$ cat src/rtl/cpu_types_pkg.sv
// Shared CPU types: machine word plus the instruction-cache address decode,
// frame layout and responder state encoding.
package cpu_types_pkg;

    typedef logic [31:0] word_t;

    localparam int ICACHE_TAG_W = 26;
    localparam int ICACHE_IDX_W = 4;

    typedef struct packed {
        logic [ICACHE_TAG_W-1:0] tag;
        logic [ICACHE_IDX_W-1:0] idx;
        logic [1:0]              bytoff;
    } icachef_t;

    typedef struct packed {
        logic                    valid;
        logic [ICACHE_TAG_W-1:0] tag;
        word_t                   data;
    } icache_frame_t;

    typedef enum logic {
        IDLE  = 1'b0,
        FETCH = 1'b1
    } icache_state_t;

endpackage

$ cat src/rtl/icache_responder_if.sv
// Fetch-side (datapath <-> cache) and memory-side (cache <-> controller)
// signals; the responder takes the cache and icache views.
interface icache_responder_if;
    import cpu_types_pkg::*;

    logic  imemREN;
    word_t imemaddr;
    logic  ihit;
    word_t imemload;

    logic  iREN;
    word_t iaddr;
    logic  iwait;
    word_t iload;

    modport cache  (input imemREN, imemaddr, output ihit, imemload);
    modport dp     (output imemREN, imemaddr, input ihit, imemload);
    modport icache (output iREN, iaddr, input iwait, iload);
    modport mem    (input iREN, iaddr, output iwait, iload);

endinterface

$ cat src/rtl/icache_responder.sv
// Direct-mapped, one-word-per-frame instruction cache with same-cycle hits,
// single-word miss fills and saturating hit/miss counters.
module icache_responder
    import cpu_types_pkg::*;
#(
    parameter int SETS  = 16,
    parameter int CNT_W = 16
) (
    input  logic                     CLK,
    input  logic                     nRST,
    icache_responder_if.cache        dcif,
    icache_responder_if.icache       ccif,
    output logic [CNT_W-1:0]         hit_count,
    output logic [CNT_W-1:0]         miss_count
);

    localparam int IDX_W = $clog2(SETS);
    localparam int TAG_W = 30 - IDX_W;

    icache_state_t     state_q;
    logic [SETS-1:0]   valid_q;
    logic [TAG_W-1:0]  tag_q [SETS];
    word_t             data_q [SETS];
    word_t             miss_addr_q;
    logic [CNT_W-1:0]  hit_cnt_q;
    logic [CNT_W-1:0]  miss_cnt_q;

    logic [TAG_W-1:0]  req_tag;
    logic [IDX_W-1:0]  req_idx;
    logic [TAG_W-1:0]  fill_tag;
    logic [IDX_W-1:0]  fill_idx;
    logic              hit;
    logic              miss;
    logic              fill;

    assign req_tag  = dcif.imemaddr[31:IDX_W+2];
    assign req_idx  = dcif.imemaddr[IDX_W+1:2];
    assign fill_tag = miss_addr_q[31:IDX_W+2];
    assign fill_idx = miss_addr_q[IDX_W+1:2];

    assign hit  = (state_q == IDLE) && dcif.imemREN && valid_q[req_idx]
                  && (tag_q[req_idx] == req_tag);
    assign miss = (state_q == IDLE) && dcif.imemREN && !hit;
    assign fill = (state_q == FETCH) && !ccif.iwait;

    // Hit path is combinational so a resident instruction costs no stall.
    assign dcif.ihit     = hit;
    assign dcif.imemload = hit ? data_q[req_idx] : '0;
    assign ccif.iREN     = (state_q == FETCH);
    assign ccif.iaddr    = (state_q == FETCH) ? miss_addr_q : '0;

    assign hit_count  = hit_cnt_q;
    assign miss_count = miss_cnt_q;

    always_ff @(posedge CLK, negedge nRST) begin
        if (!nRST) begin
            state_q     <= IDLE;
            valid_q     <= '0;
            miss_addr_q <= '0;
            hit_cnt_q   <= '0;
            miss_cnt_q  <= '0;
        end else begin
            if (hit && !(&hit_cnt_q))
                hit_cnt_q <= hit_cnt_q + 1'b1;
            case (state_q)
                IDLE: begin
                    if (miss) begin
                        state_q     <= FETCH;
                        miss_addr_q <= {dcif.imemaddr[31:2], 2'b00};
                        if (!(&miss_cnt_q))
                            miss_cnt_q <= miss_cnt_q + 1'b1;
                    end
                end
                FETCH: begin
                    // The fill targets the latched address, whatever the
                    // datapath is presenting now.
                    if (fill) begin
                        valid_q[fill_idx] <= 1'b1;
                        state_q           <= IDLE;
                    end
                end
                default: state_q <= IDLE;
            endcase
        end
    end

    // Tag and data storage carry no reset; the valid bits qualify them.
    always_ff @(posedge CLK) begin
        if (fill) begin
            tag_q[fill_idx]  <= fill_tag;
            data_q[fill_idx] <= ccif.iload;
        end
    end

endmodule

$ cat src/flat_wrapper.sv
// flat-port wrapper written by rule: the top's interface ports become plain ports
module icache_responder_flat import cpu_types_pkg::*;
#(
    parameter int SETS  = 16,
    parameter int CNT_W = 16
)
  (CLK, nRST, hit_count, miss_count, dcif_imemREN, dcif_imemaddr, dcif_ihit, dcif_imemload, ccif_iREN, ccif_iaddr, ccif_iwait, ccif_iload);
  icache_responder_if dcif_i ();
  icache_responder_if ccif_i ();
  input  logic CLK;
  input  logic nRST;
  output logic [CNT_W-1:0] hit_count;
  output logic [CNT_W-1:0] miss_count;
  input wire logic [$bits(dcif_i.imemREN)-1:0] dcif_imemREN;
  input wire logic [$bits(dcif_i.imemaddr)-1:0] dcif_imemaddr;
  output wire logic [$bits(dcif_i.ihit)-1:0] dcif_ihit;
  output wire logic [$bits(dcif_i.imemload)-1:0] dcif_imemload;
  output wire logic [$bits(ccif_i.iREN)-1:0] ccif_iREN;
  output wire logic [$bits(ccif_i.iaddr)-1:0] ccif_iaddr;
  input wire logic [$bits(ccif_i.iwait)-1:0] ccif_iwait;
  input wire logic [$bits(ccif_i.iload)-1:0] ccif_iload;
  assign dcif_i.imemREN = dcif_imemREN;
  assign dcif_i.imemaddr = dcif_imemaddr;
  assign dcif_ihit = dcif_i.ihit;
  assign dcif_imemload = dcif_i.imemload;
  assign ccif_iREN = ccif_i.iREN;
  assign ccif_iaddr = ccif_i.iaddr;
  assign ccif_i.iwait = ccif_iwait;
  assign ccif_i.iload = ccif_iload;
  icache_responder #(.SETS(SETS), .CNT_W(CNT_W)) u_core (.CLK(CLK), .nRST(nRST), .dcif(dcif_i), .ccif(ccif_i), .hit_count(hit_count), .miss_count(miss_count));
endmodule
$ cat config.mk
export PLATFORM = sky130hd
export DESIGN_NAME = icache_responder_flat
export DESIGN_NICKNAME = d
export VERILOG_FILES = /design/src/rtl/cpu_types_pkg.sv /design/src/rtl/icache_responder_if.sv /design/src/rtl/icache_responder.sv /design/src/flat_wrapper.sv
export SDC_FILE = /design/constraint.sdc
export NUM_CORES = 1
export LEC_CHECK = 0
export CAP_MARGIN = 20
export CORE_MARGIN = 2
export CORE_UTILIZATION = 60
export CTS_BUF_LIST = sky130_fd_sc_hd__clkbuf_4 sky130_fd_sc_hd__clkbuf_8 sky130_fd_sc_hd__clkbuf_16
export DETAILED_ROUTE_END_ITERATION = 7
export PLACE_DENSITY = 0.79
export RECOVER_POWER = 100
export SETUP_SLACK_MARGIN = 0.3
export SYNTH_ARGS = -nofsm -noshare
export SYNTH_HDL_FRONTEND = slang
export SYNTH_SLANG_ARGS = --single-unit
$ cat constraint.sdc
create_clock -name CLK -period 15.2 [get_ports CLK]
set_clock_uncertainty 0.05 [all_clocks]
set_input_delay 3.04 -clock CLK [delete_from_list [all_inputs] [get_ports CLK]]
set_output_delay 3.04 -clock CLK [all_outputs]
set_load 0.02 [all_outputs]
# ---- Word-level counts from Yosys, hierarchy flattened
# Memories as Yosys holds them, arrays and structs flattened.
# Cells that the tools add are included.
dict set report totals {
  output_inout_bits 98
  regBits 79
  latch_bits 0
  mem_count 2
  mem_bits_rw 928
  rom_bits 0
  word_cells 42
  inputBits 68
}
# memory words word_bits rd rd_ports_with_merged_regs wr line
set memory_table {}
lappend memory_table {u_core.data_q 16 32 1 0 1 icache_responder.sv:23} ;# word_t data_q [SETS];
lappend memory_table {u_core.tag_q 16 26 1 0 1 icache_responder.sv:22} ;# logic [TAG_W-1:0] tag_q [SETS];
dict set report classes {
  n_bitwise 3
  n_reduce_logical 15
  mul 0
  order_cmp 3
  addsub 2
  n_div 0
  muxes 11
  n_eq_ne 1
  shifts 0
}
# op count
set op_table {}
lappend op_table {{$mux 32} 2}
lappend op_table {{$add 16x1->16 const B} 2}
lappend op_table {{$reduce_and 16->1} 2}
lappend op_table {{$eq 26x26->1} 1}
lappend op_table {{$or 16x16->16} 1}
lappend op_table {{$lt 4x5->1 const B} 2}
lappend op_table {{$logic_and 1x1->1} 7}
lappend op_table {{$mux 1} 6}
lappend op_table {{$bmux 1 s4} 1}
lappend op_table {{$demux 1 s4} 1}
lappend op_table {{$ge 4x1->1 const B} 1}
lappend op_table {{$reduce_and 2->1} 2}
lappend op_table {{$logic_not 1->1} 3}
lappend op_table {{$reduce_and 3->1} 1}
lappend op_table {{$not 1->1} 2}
lappend op_table {{$pmux 1 s2} 1}

# ---- Longest topological paths before layout
# Gate-level depths: netlist of run 1.
dict set report depth {
  ltp_word 8
  depth_mapped 16
}

# ---- Least setup slack after synthesis of run 1
# OpenSTA, ideal clock, no wires.
dict set report synth_timing {
  kind {input-to-output}
  from {input dcif_imemaddr[4]}
  to {output dcif_imemload[0]}
  setup_slack_ns 6.279
  path_stages 12
  arrival_ns 5.831
  t_required_ns 12.110
  path_cell_list {buf_2 -> buf_1 -> mux4_2 -> mux4_2 -> xnor2_1 -> nand4_1 -> nor4_1 -> nand4_1 -> buf_2 -> buf_6 -> buf_2 -> nor2b_1}
}
dict set report synth_via {
  elab_chain_cells 5
  elab_cells_between_ends 8
}
# item line
set synth_lines {}
lappend synth_lines {{start, declared} flat_wrapper.sv:15} ;# input wire logic [$bits(dcif_i.imemaddr)-1:0] dcif_imemaddr;
lappend synth_lines {{parallel branches: the longest is 4 deep, another holds $mem_v2 16x26} --}
lappend synth_lines {{$mux 32 (*)} icache_responder.sv:48} ;# assign dcif.imemload = hit ? data_q[req_idx] : '0;
lappend synth_lines {{end, declared} flat_wrapper.sv:17} ;# output wire logic [$bits(dcif_i.imemload)-1:0] dcif_imemload;
# Mark *: on every way between the ends. The select of a mux whose other input is x is not followed.

# ---- Worst setup path in the final report of run 1
dict set report layout_timing {
  from {input dcif_imemaddr[4]}
  to {output dcif_imemload[11]}
}
# Same word-level chain as after synthesis.

==> flow_summary.toml, run 1 <==
[global_route]
grtUsageTotal_pct = 27.0
grt_pass1_vias = 19721
overflow = 0
grt_max_degree = 93
grt_first_pass_wirelength_um = 131000
antenna_found_initial = 8

[worst_hold_path]
holdPathStages = 1
hold_path_class = "reg -> reg"

[layout]
final_core_util_pct = 69.6
final_nets = 2022
fin_area_um2 = 44800
nFillCells = 3805
areaGrowthSynthToFinish_pct = 14.8
layout-drive-gt1-share_pct = 25.1
instances_no_fill = 2892

[power_and_ir_drop]
static-leakage-power_nw = 14.7
power.total_w = 0.00624
powerDensity_nw_per_um2 = 139
worst_ir_drop_vdd_mv = 0.0966

[clock_tree]
cts_inserted_buffers = 97
ctsResizeCount = 0
clock_latency_ns = 0.67
post_cts_buffers = 0
clockBufferDepth = 3
cts_hold_buf = 0
cts_tree = "built"
cts.sinks = 1007
clkTransAtPathRegs_ns = 0.06
htreeDepth = 3
cts_root_buffer = "clkbuf_16"

[timing]
tightest_slew_ns = 4.05
grt_setup_unrepaired = "false"
hold_violations = 0
fin_tns_setup_ns = 0
setup_viol = 0
slew_headroom_pct = -170
fin_crit_sh_pct = 84.3
fmax_ghz = 0.0781
drv_slew = 1170
finalCriticalPeriod_ns = 12.81

[die]
ios = 166
initial_core_util_pct = 60.6
die_h_um = 259
core_um2 = 64500
die-area_um2 = 67200
chipWidth_um = 259
rows = 93

[yosys]
ys_seq_area_share_pct = 76.4
synth-edff-count = 928
yosysUniqueCellTypes = 46
syn_area_um2 = 39100
synth_area_leader_cell = "edfxtp_1"
ys_ff_latch = 1007
syn-mean-instance-area_um2 = 22.4
ys.flop_type = "edfxtp_1"
synth_top_area_share_pct = 71.3
synthArstFlopShare_pct = 7.85
syn_inst = 1745
ys_top_cells_by_area = "edfxtp_1, mux4_2, dfrtp_1"
synth_warnings = 0

[worst_setup_path]
crit_cells = 11
ff2ff_path_depth = 5
max_stage_delay_ns = 2.45
path_buf_inv = 4
reg2reg_to = "u_core.tag_q[7][6]$_DFFE_PP_"
worst-path-max-fanout = 87
crit_family = "buffers and inverters"
arrival_ns = 9.72
slowest_stage = "clkbuf_1"
regToRegSetupSlack_ns = 7.53
critPathLaunch = "dcif_imemaddr[4]"
cp_common_cell = "mux4_2"
critPathKind = "in -> out"
endpoint_kind = "output port"
critPathRequiredTime_ns = 12.11
reg2reg_from = "u_core.ccif.iREN$_DFF_PN0_"
critPathCapture = "dcif_imemload[11]"
worstPathCellList = "buf_6 -> buf_4 -> mux4_2 -> mux4_2 -> xnor2_1 -> o2111ai_1 -> nor4_1 -> nand4_1 -> clkbuf_1 -> nor2b_1 -> dlygate4sd3_1"
cp-start-kind = "primary input"

[run_status]
violations = "max-capacitance violations, max-slew violations"
status = "finished, violations left"

[routing]
post_drt_wl_per_cell_um = 30.6
vias = 18997
postRouteAntennaNets = 0
drc = 0
drt_iter0_markers = 2291
via_per_inst = 6.57
first_pass_iters = 8
wl_um = 88400

[place]
dp.cells = 2707
place_hpwl_um = 43600
gp_congestion = 0.769
io_buffers = 161
dpl_cell_area_um2 = 41700

[run]
max_cap_violations = 36
==> area by class of cell <==
class                           count  area, um2  share of cell area [%]
Clock inverter                     51        541                    1.21
Inverter                            6       25.0                  0.0558
Antenna cell                        2       5.00                  0.0112
Tap cell                          855       1070                    2.39
Timing Repair Buffer              196       1790                    4.00
Multi-Input combinational cell    644       8780                    19.6
Clock buffer                      131       2790                    6.21
Sequential cell                  1007      29800                    66.6
==> power breakdown <==
part | leakage, nW | total (W) | internal [W] | switching (W)
sequential | 9.33 | 0.00332 | 0.00321 | 0.000115
clock | 1.65 | 0.00247 | 0.00145 | 0.00102
combinational | 3.75 | 0.000450 | 0.000206 | 0.000244
total | 14.7 | 0.00624 | 0.00486 | 0.00138
==> cells in the final DEF, fill, tap and decap left out, drive strengths merged, types with 8 or more instances in the layout <==
master           n
edfxtp         928
mux4           276
clkbuf         159
dlygate4sd3    106
dfrtp           79
clkdlybuf4s50   50
nand2           40
nor2b           36
mux2            35
clkinv          34
mux2i           33
xnor2           31
and2            31
nor2            27
xor2            21
nand3           20
or2             16
and3            13
nor3            13
buf             12
bufinv           9
inv              8
==> registers in the layout (all words and copies together) (netlist names) <==
name and count:
u_core.hit_count 16, u_core.miss_addr_q 30, u_core.tag_q 416, u_core.data_q 512, u_core.valid_q 16, u_core.ccif.iREN 1
u_core.miss_count 16
==> how the worst min path moves through the flow <==
stage,startpoint,to
floorplan,u_core.valid_q[10]$_DFFE_PN0P_,u_core.valid_q[10]$_DFFE_PN0P_
global placement,u_core.valid_q[11]$_DFFE_PN0P_,u_core.valid_q[11]$_DFFE_PN0P_
detailed placement,u_core.valid_q[10]$_DFFE_PN0P_,u_core.valid_q[10]$_DFFE_PN0P_
CTS,u_core.valid_q[10]$_DFFE_PN0P_,u_core.valid_q[10]$_DFFE_PN0P_
global route,u_core.valid_q[10]$_DFFE_PN0P_,u_core.valid_q[10]$_DFFE_PN0P_
finish,u_core.valid_q[10]$_DFFE_PN0P_,u_core.valid_q[10]$_DFFE_PN0P_
==> metrics by stage <==
stage               hold WS, ns  setup slack, ns
floorplan                 0.384             6.28
global placement          0.396             4.34
detailed placement        0.399             4.29
CTS                       0.414             4.12
global route              0.423             2.03
finish                    0.411             2.39
==> routing by layer <==
layer  track usage (%)  wire length [um]  vias up
met1              38.1             33800    10146
met5                 0                66        -
met2              44.2             45100     1021
li1                  -                 -     7658
met4              8.35              2040       12
met3              4.78              7370      160
==> synth_stat cells (all sizes together) (3+ instances only) <==
| cell | instances |
|---|---|
| mux4 | 276 |
| o22ai | 4 |
| nand2 | 40 |
| inv | 6 |
| o21ai | 4 |
| nand2b | 5 |
| nand4 | 6 |
| and3 | 13 |
| mux2i | 33 |
| xor2 | 21 |
| nand3 | 20 |
| nor3b | 3 |
| edfxtp | 928 |
| nor4 | 5 |
| nor3 | 13 |
| or2 | 16 |
| mux2 | 35 |
| clkbuf | 36 |
| xnor2 | 31 |
| a31oi | 4 |
| buf | 53 |
| dfrtp | 79 |
| and2 | 31 |
| nor2b | 36 |
| nor2 | 27 |
==> cell families (layout without fill, tap and decap cells) <==
group,after synthesis,after routing,share of synthesized area (%)
DFF,1007,1007,76.4
muxes,344,344,17.8
and+or+nand+nor,222,222,3.09
buffers and inverters,95,384,1.16
xor gates and xnor gates,52,52,1.17
AOI/OAI and AO/OA,22,22,0.375
adders and majority gates,2,2,0.0640
other,1,4,0.00960
Power figures use the tool's default switching activity.
==> run 2, diff against run 1 <==
--- a/config.mk
+++ b/config.mk
@@ -7,10 +7,10 @@
 export LEC_CHECK = 0
 export CAP_MARGIN = 20
 export CORE_MARGIN = 2
-export CORE_UTILIZATION = 60
+export CORE_UTILIZATION = 54
 export CTS_BUF_LIST = sky130_fd_sc_hd__clkbuf_4 sky130_fd_sc_hd__clkbuf_8 sky130_fd_sc_hd__clkbuf_16
 export DETAILED_ROUTE_END_ITERATION = 7
-export PLACE_DENSITY = 0.79
+export PLACE_DENSITY = 0.75
 export RECOVER_POWER = 100
 export SETUP_SLACK_MARGIN = 0.3
 export SYNTH_ARGS = -nofsm -noshare
==> constraint.sdc (replaced) <==
create_clock -name CLK -period 11.25 [get_ports CLK]
set_clock_uncertainty 0.05 [all_clocks]
set_input_delay 2.25 -clock CLK [delete_from_list [all_inputs] [get_ports CLK]]
set_output_delay 2.25 -clock CLK [all_outputs]
set_load 0.02 [all_outputs]
==> flow_summary.toml, run 2 (same netlist as run 1, synthesis figures left out) <==
[layout]
mostFrequentLayoutCell = "edfxtp_1"
nFillCells = 4761
reg_top3 = "u_core.data_q (512), u_core.tag_q (416), u_core.miss_addr_q (30)"
regMostFlops = "u_core.data_q"
areaGrowthSynthToFinish_pct = 15.2
regArea_um2 = 29800
largest_register_ffs = 512
fin_area_um2 = 45000
multi_input_area_um2 = 8820
instances_no_fill = 2997
layout-drive-gt1-share_pct = 25.2
final_nets = 2031
mostFrequentLayoutCells = "edfxtp_1, mux4_2, dlygate4sd3_1"

[power_and_ir_drop]
p_int_w = 0.00657
powerDensity_nw_per_um2 = 187
clkPwrFrac_pct = 39.5
p_sw_share_pct = 22.0
power.total_w = 0.00842
combPwrFrac_pct = 7.3
static-leakage-power_nw = 14.8
worst_ir_drop_vdd_mv = 0.127
p_seq_share_pct = 53.2
switchingPower_w = 0.00185

[run_status]
violations = "max-capacitance violations, max-slew violations"
status = "finished, violations left"

[place]
dp.cells = 2810
preCtsSetupSlack_ns = 2.04
dpl_cell_area_um2 = 41900
io_buffers = 161
place_hpwl_um = 43800
gp_congestion = 0.743

[die]
die-area_um2 = 74500
initial_core_util_pct = 54.6
rows = 98
core_um2 = 71600
die_h_um = 273
ios = 166
chipWidth_um = 273

[timing]
finalCriticalPeriod_ns = 9.26
grt_setup_unrepaired = "false"
setup_viol = 0
fin_crit_sh_pct = 82.3
final.setup.worst_slack_ns = 1.99
drv_slew = 1114
fin_tns_setup_ns = 0
slew_headroom_pct = -202
tightest_slew_ns = 4.53
fmax_ghz = 0.108
hold_violations = 0

[clock_tree]
ctsResizeCount = 0
clkTransAtPathRegs_ns = 0.06
cts_hold_buf = 0
cts_root_buffer = "clkbuf_16"
cts.sinks = 1007
htreeDepth = 3
cts_inserted_buffers = 98
clock_latency_ns = 0.67
post_cts_buffers = 0
cts_tree = "built"
clockBufferDepth = 3

[worst_setup_path]
max_stage_delay_ns = 0.80
slowest_stage = "inv_4"
endpoint_kind = "output port"
arrival_ns = 6.96
cp_common_cell = "buf_4"
worstPathCellList = "buf_2 -> inv_4 -> buf_4 -> nand2_1 -> and3_1 -> a31oi_1 -> xor2_1 -> nor4_1 -> nand4_1 -> buf_4 -> nor2b_1 -> dlygate4sd3_1"
worst-path-max-fanout = 65
cp-start-kind = "primary input"
critPathRequiredTime_ns = 8.95
critPathKind = "in -> out"

[global_route]
grt_pass1_vias = 19365
antenna_found_initial = 10
grt_first_pass_wirelength_um = 128000
grtUsageTotal_pct = 23.9
grt_max_degree = 92
overflow = 0

[routing]
postRouteAntennaNets = 0
post_drt_wl_per_cell_um = 29.2
first_pass_iters = 5
drt_iter0_markers = 1974
drc = 0
via_per_inst = 6.23
wl_um = 87500
vias = 18677

[run]
max_cap_violations = 35

[worst_hold_path]
hold_path_class = "reg -> reg"
==> run 2: changes by cell type in the layout (fill, tap and decap cells not counted), moves of 4 or more <==
cell | previous run | this run
buf_4 | 6 | 12
clkbuf_1 | 28 | 32
clkbuf_4 | 21 | 30
clkbuf_8 | 11 | 4
clkinv_1 | 14 | 18
clkinvlp_4 | 6 | 1
nor2_1 | 26 | 20
nor2_4 | 1 | 7
==> run 2: metal layers <==
metal	GRT usage (%)	vias to the layer above	routed length [um]
li1	-	7670	-
met1	34.1	9931	34300
met2	38.5	953	43500
met3	4.91	113	8130
met4	5.75	10	1530
met5	0	-	67
==> run 2: worst paths after layout <==
path	endpoint	start	cells past startpoint	slack [ns]
max	dcif_imemload[2]	dcif_imemaddr[5]	12	1.99
min in group asynchronous	u_core.hit_count[11]$_DFFE_PN0P_	nRST	1	2.03
max in group asynchronous	u_core.miss_addr_q[19]$_DFFE_PN0P_	nRST	2	5.31
max reg2reg	u_core.data_q[7][29]$_DFFE_PP_	u_core.ccif.iREN$_DFF_PN0_	5	3.53
min	u_core.valid_q[10]$_DFFE_PN0P_	u_core.valid_q[10]$_DFFE_PN0P_	1	0.42
min reg2reg	u_core.valid_q[10]$_DFFE_PN0P_	u_core.valid_q[10]$_DFFE_PN0P_	1	0.42
==> run 2: worst max-delay path: cells and delay by family <==
family	cells	cell delay (ns)
buffers and inverters	5	3.02
AND/OR/NAND/NOR	5	1.16
AO/OA/AOI/OAI	1	0.29
XOR/XNOR	1	0.11
==> run 2: power groups by stage <==
| stage | Sequential [W] | Combinational [W] | Clock [W] |
|---|---|---|---|
| 4_1_cts | 0.00447 | 0.000636 | 0.00337 |
| 2_1_floorplan | 0.00451 | 0.000372 | 0 |
| 3_5_place_dp | 0.00455 | 0.000629 | 0 |
| 6_report | 0.00448 | 0.000613 | 0.00333 |
| 3_3_place_gp | 0.00453 | 0.000618 | 0 |
| 5_1_grt | 0.00450 | 0.000651 | 0.00351 |
==> run 2: area by class of cell <==
class,count,area share (%)
Timing Repair Buffer,204,4.03
Sequential cell,1007,66.3
Tap cell,950,2.64
Clock inverter,47,1.09
Inverter,6,0.0556
Antenna cell,4,0.0222
Clock buffer,135,6.24
Multi-Input combinational cell,644,19.6
==> run 2: metrics by stage <==
stage	util (%)	hold slack (ns)
2_1_floorplan	-	0.384
3_3_place_gp	58.5	0.396
3_5_place_dp	58.5	0.399
4_1_cts	63.1	0.414
5_1_grt	62.8	0.426
6_report	62.8	0.417
